`src/rtl/mux8to1_pkg.sv`:
```
// rtl/mux8to1_pkg.sv - shared widths and select type for the 8-to-1 mux
package mux8to1_pkg;

    localparam int N_IN  = 8;
    localparam int SEL_W = 3;

    typedef logic [SEL_W-1:0] sel_t;

endpackage

```
`src/rtl/mux8to1_dec.sv`:
```
// rtl/mux8to1_dec.sv - 3-to-8 one-hot decoder feeding the mux datapath
module mux8to1_dec
    import mux8to1_pkg::*;
(
    input  sel_t            sel,
    output logic [N_IN-1:0] onehot
);

    // An unknown select shifts to all-X, so the mux output goes X with no fallback.
    assign onehot = {{(N_IN-1){1'b0}}, 1'b1} << sel;

endmodule

```
`src/rtl/mux8to1.sv`:
```
// rtl/mux8to1.sv - 8-to-1 bit mux with registered capture; MUX8TO1_ONEHOT_EN adds sel_oh
module mux8to1
    import mux8to1_pkg::*;
#(
    parameter logic RST_Y = 1'b0
) (
    input  logic            clk,
    input  logic            rst,
    input  logic [N_IN-1:0] d,
    input  sel_t            sel,
    input  logic            en,
    output logic            y,
    output logic            y_q,
    output sel_t            sel_q,
    output logic            vld_q
`ifdef MUX8TO1_ONEHOT_EN
    ,
    output logic [N_IN-1:0] sel_oh
`endif
);

    logic [N_IN-1:0] onehot;

    mux8to1_dec u_dec (
        .sel    (sel),
        .onehot (onehot)
    );

    assign y = |(d & onehot);

`ifdef MUX8TO1_ONEHOT_EN
    assign sel_oh = onehot;
`endif

    // Reset wins over enable; y itself is purely combinational and never reset.
    always_ff @(posedge clk) begin
        if (rst) begin
            y_q   <= RST_Y;
            sel_q <= '0;
            vld_q <= 1'b0;
        end else if (en) begin
            y_q   <= y;
            sel_q <= sel;
            vld_q <= 1'b1;
        end
    end

endmodule

```
`config.mk`:
```
export PLATFORM = sky130hd
export DESIGN_NAME = mux8to1
export DESIGN_NICKNAME = d
export VERILOG_FILES = /design/src/rtl/mux8to1_pkg.sv /design/src/rtl/mux8to1_dec.sv /design/src/rtl/mux8to1.sv
export SDC_FILE = /design/constraint.sdc
export NUM_CORES = 1
export LEC_CHECK = 0
export ABC_AREA = 0
export CAP_MARGIN = 20
export CORE_AREA = 3 3 40 42
export DETAILED_ROUTE_END_ITERATION = 8
export DIE_AREA = 0 0 43 45
export GPL_TIMING_DRIVEN = 0
export PLACE_DENSITY_LB_ADDON = 0.05
export SLEW_MARGIN = 5
export SYNTH_ARGS = -nofsm -noshare
export SYNTH_HDL_FRONTEND = slang
export SYNTH_SLANG_ARGS = --single-unit
```
`constraint.sdc`:
```
create_clock -name clk -period 1.1 [get_ports clk]
set_input_delay 0.22 -clock clk [delete_from_list [all_inputs] [get_ports clk]]
set_output_delay 0.22 -clock clk [all_outputs]
set_load 0.03 [all_outputs]
```
==> flow_summary.json, run 1 <==
{
  "min_period_ns": 1.351,
  "finalSetupViolations": 2,
  "initial_core_util": 0.1918,
  "postLayoutCellArea_sq_um": 436.7,
  "regArea_sq_um": 100.1,
  "multiInputGateArea_sq_um": 127.6,
  "dr_total_vias": 244,
  "worst_pin_slew_ns": 0.3493,
  "fin_skew_ns": 0,
  "crit_path_end_kind": "output port",
  "fin_tns_setup_ns": -0.3737,
  "yosysUniqueCellTypes": 8,
  "synth.avg_cell_area_sq_um": 10.72,
  "slew_violations": 0,
  "antennaDiodeCount": 0,
  "finalPower_uw": 575.4,
  "nFillCells": 142,
  "post-route-drc-count": 0,
  "layout-drive-gt1-share": 0.4565,
  "irDropWorstVdd_mv": 0.4729,
  "core_area_sq_mm": 0.001285,
  "path_cells": "buf_12 > mux2i_1 > mux4_2 > inv_4 > buf_6",
  "dieArea_sq_mm": 0.001935,
  "grt_start_max_net_pins": 7,
  "die_w_um": 43,
  "synth.yosys.seq_area_share": 0.4061,
  "path_class": "in -> out",
  "port_buffers": 17,
  "cts_hold_buf": 0,
  "violations": "setup timing",
  "hold_violations": 0,
  "cap_violations": 0,
  "crit_arrival_ns": 1.13,
  "die-height_um": 45,
  "root_buffer": "clkbuf_4",
  "final_nets": 61,
  "area_delta_synth_final_pct": 77.16,
  "place_hpwl_um": 519.2,
  "clockBufferDepth": 2,
  "clock_latency_ns": 0.24,
  "synth_area_leaders": "dfxtp_1 41%, mux2i_1 28%, mux4_2 9.1%",
  "place_area_sq_um": 441.7,
  "critPathRequiredTime_ns": 0.88,
  "final_common_cell": "buf_2",
  "rsz0062_at_grt": "true",
  "num_rows": 13,
  "timing.fmax_ghz": 0.7400,
  "first_pass_iters": 1,
  "ios": 20,
  "wl_um": 676,
  "ant_nets": 0,
  "cts_sinks": 5,
  "max_stage_delay_ns": 0.51,
  "grt_pass1_wl_um": 1076,
  "path_clk_slew_ns": 0.04,
  "dp_cells": 55,
  "cts_made_buffers": 3,
  "status": "finished, violations left",
  "final_cell_mix": "11 x buf_2, 7 x mux2i_1, 6 x nor2_1",
  "synth_top_area_frac": 0.4061,
  "vias_per_cell": 4.000,
  "gp_congestion": 0.6033,
  "hold_slack_ns": 0.2325,
  "max_slew_margin": 0.7671,
  "cts_tree": "built",
  "fin_ws_ns": -0.2514,
  "synth_nets": 37,
  "globalRouteOverflowTotal": 0,
  "drtIter0Drc": 0,
  "pre_cts_slack_ns": -1.160,
  "route.detailed.wl_per_inst_um": 11.08,
  "start_kind": "input port",
  "htree_levels": 1,
  "antenna_found_initial": 0,
  "power_leakage_nw": 0.2200,
  "ys_warn_count": 0,
  "synthCells": 23,
  "grt_pass1_vias": 257,
  "hold_class": "in -> reg",
  "finalCoreUtilization": 0.3398,
  "synth_area_sq_um": 246.5,
  "ys_seq_elements": 5,
  "cp_max_fo": 5,
  "powerDensity_mw_per_mm2": 1318,
  "min_period_over_period": 1.229,
  "yosysTopAreaCell": "dfxtp_1",
  "grtUsageTotal": 0.08097,
  "stdcell_count": 61,
  "cp_slowest_cell": "mux4_2"
}
==> state kept, by name, indices dropped and copies added, names as in the netlist <==
name	count
y_q	1
sel_q	3
vld_q	1
==> path summary, 6_finish.rpt <==
| kind | from | cells after the start | slack [ns] | end |
|---|---|---|---|---|
| hold reg to reg | vld_q | 2 | 0.48 | vld_q |
| setup / recovery | sel[2] | 5 | -0.25 | y |
| setup reg to reg | y_q | 2 | 0.48 | y_q |
| hold / removal | sel[2] | 3 | 0.23 | sel_q[2] |
==> power breakdown <==
| part | total, mW | internal, mW | switching, mW | leakage (nW) |
|---|---|---|---|---|
| registers | 0.200 | 0.194 | 0.00558 | 0.0415 |
| clock network | 0.214 | 0.137 | 0.0765 | 0.0150 |
| logic | 0.162 | 0.0836 | 0.0782 | 0.164 |
| total | 0.575 | 0.415 | 0.160 | 0.220 |
==> metal layers <==
layer  vias up  share of wire  global-route usage
met5         -              0                   0
met4         0              0             0.03614
met3         0          0.095             0.06375
met2        11           0.51              0.1287
met1       109           0.39             0.07767
li1        124              -                   -
==> worst max-delay path, delay by kind of cell <==
kind / cells / cell delay [ns]
buffers and inverters: 3 / 0.30
multiplexers: 2 / 0.61
==> final cells by class <==
| class | count | area share |
|---|---|---|
| multi-input cells | 15 | 0.2923 |
| plain buffers | 2 | 0.05444 |
| flip-flops and latches | 5 | 0.2292 |
| repair buffers | 19 | 0.3066 |
| well taps | 15 | 0.04298 |
| inverters | 1 | 0.01433 |
| clock buffers | 4 | 0.06017 |
==> Yosys cell counts (all sizes together) <==
library cell	count
a211oi	1
buf	1
clkbuf	1
dfxtp	5
inv	1
mux2i	7
mux4	1
nor2	6
==> what timing repair did <==
item | CTS | global route
resized for setup | 52 | 8
endpoints found under the setup margin | 7 | 5
pin swaps | 0 | 0
setup buffers | 1 | 1
==> cells by family after synthesis <==
group                  count (synthesis)  share of synthesized area
flip-flops                             5                     0.4061
buffers and inverters                  3                    0.07611
AO/OA/AOI/OAI                          1                    0.05075
AND/OR/NAND/NOR                        6                    0.09136
multiplexers                           8                     0.3756
Power figures use the tool's default switching activity.
==> run 2: changes to the inputs <==
Settings changed: SETUP_SLACK_MARGIN set to 0.15.
==> flow_summary.json, run 2 (synthesis gave the netlist of run 1 again) <==
{
  "min_period_over_period": 1.229,
  "hold_slack_ns": 0.2316,
  "nFillCells": 139,
  "gp_congestion": 0.6033,
  "worst_pin_slew_ns": 0.3551,
  "core_area_sq_mm": 0.001285,
  "start_kind": "input port",
  "hold_class": "in -> reg",
  "clock_latency_ns": 0.24,
  "rsz0062_at_grt": "true",
  "antennaDiodeCount": 0,
  "fin_ws_ns": -0.2514,
  "crit_arrival_ns": 1.13,
  "drtIter0Drc": 0,
  "post-route-drc-count": 0,
  "fin_skew_ns": 0,
  "pre_cts_slack_ns": -1.160,
  "port_buffers": 17,
  "slew_violations": 0,
  "cap_violations": 0,
  "grt_pass1_vias": 262,
  "globalRouteOverflowTotal": 0,
  "first_pass_iters": 1,
  "finalSetupViolations": 2,
  "htree_levels": 1,
  "dieArea_sq_mm": 0.001935,
  "reg.largest.list": "sel_q: 3 flops, vld_q: 1 flops, y_q: 1 flops",
  "finalCoreUtilization": 0.3690,
  "layout-drive-gt1-share": 0.5652,
  "initial_core_util": 0.1918,
  "critPathTopFamily": "multiplexers",
  "antenna_found_initial": 0,
  "vias_per_cell": 3.951,
  "grtUsageTotal": 0.08180,
  "ant_nets": 0,
  "path_clk_slew_ns": 0.04,
  "final_cell_mix": "7 x mux2i_1, 7 x buf_6, 6 x nor2_1, 6 x buf_2, 5 x dfxtp_2",
  "max_slew_margin": 0.7633,
  "powerDensity_mw_per_mm2": 1255,
  "timing.fmax_ghz": 0.7400,
  "place_hpwl_um": 519.2,
  "stdcell_count": 61,
  "hold_violations": 0,
  "regArea_sq_um": 106.4,
  "path_class": "in -> out",
  "cts_hold_buf": 0,
  "num_rows": 13,
  "die-height_um": 45,
  "cts_tree": "built",
  "multiInputGateArea_sq_um": 127.6,
  "crit_path_end_kind": "output port",
  "worst-path-buf-inv": 3,
  "cp_max_fo": 5,
  "grt_pass1_wl_um": 1090,
  "critPathRequiredTime_ns": 0.88,
  "path_cells": "buf_12 > mux2i_1 > mux4_2 > inv_4 > buf_6",
  "die_w_um": 43,
  "violations": "setup timing",
  "clockBufferDepth": 2,
  "root_buffer": "clkbuf_4",
  "ios": 20,
  "max_stage_delay_ns": 0.51,
  "cp_slowest_cell": "mux4_2",
  "largest_reg_flops": 3,
  "grt_start_max_net_pins": 7,
  "cts_sinks": 5,
  "min_period_ns": 1.351,
  "cts_made_buffers": 3,
  "fin_tns_setup_ns": -0.3790,
  "area_delta_synth_final_pct": 92.39,
  "dr_total_vias": 241,
  "wl_um": 670,
  "dp_cells": 55,
  "final_nets": 61,
  "regMostFlops": "sel_q",
  "irDropWorstVdd_mv": 0.4893,
  "status": "finished, violations left",
  "power_leakage_nw": 0.2276,
  "route.detailed.wl_per_inst_um": 10.98
}
[run 2: timing repair]
item,CTS,global route
buffers inserted,1,1
gates resized for setup,73,2
endpoints found under the hold margin,0,0
pin swaps,0,0
endpoints found under the setup margin,7,4
[run 2: where the power goes]
group	internal, mW	switching, mW
combinational	0.0976	0.0784
sequential	0.197	0.00852
clock	0.137	0.0767
[run 2: stage by stage]
step | instance area, sq um | total power [mW]
final | 474.2 | 0.5953
after global routing | 474.2 | 0.6346
after CTS | 457.9 | 0.6003
after detailed placement | 441.7 | 0.3711
after global placement | 441.7 | 0.3692
after floorplan | 252.7 | 0.2891
[run 2: metal layers]
metal | share of wire | GRT usage | vias to the layer above
li1 | - | - | 124
met1 | 0.39 | 0.08010 | 106
met2 | 0.51 | 0.1287 | 11
met3 | 0.090 | 0.06375 | 0
met4 | 0 | 0.03614 | 0
met5 | 0 | 0 | -
[run 2: final timing paths]
path	start	to	slack (ns)	cells past startpoint
hold / removal	sel[2]	sel_q[2]	0.23	3
setup reg to reg	y_q	y_q	0.46	2
setup / recovery	sel[2]	y	-0.25	5
hold reg to reg	vld_q	vld_q	0.48	2
[run 2: final cells by class]
type                       count  share of cell area
multi-input combinational     15              0.2691
clock buffer                   4             0.05541
tap                           15             0.03958
sequential                     5              0.2243
buffer                         2             0.05013
inverter                       1             0.01319
timing repair buffer          19              0.3483
[run 2: worst reg2reg max path: stages (launching register included)]
cell	delay (ns)
dfxtp_2	0.33
nor2_1	0.05
a211oi_2	0.19
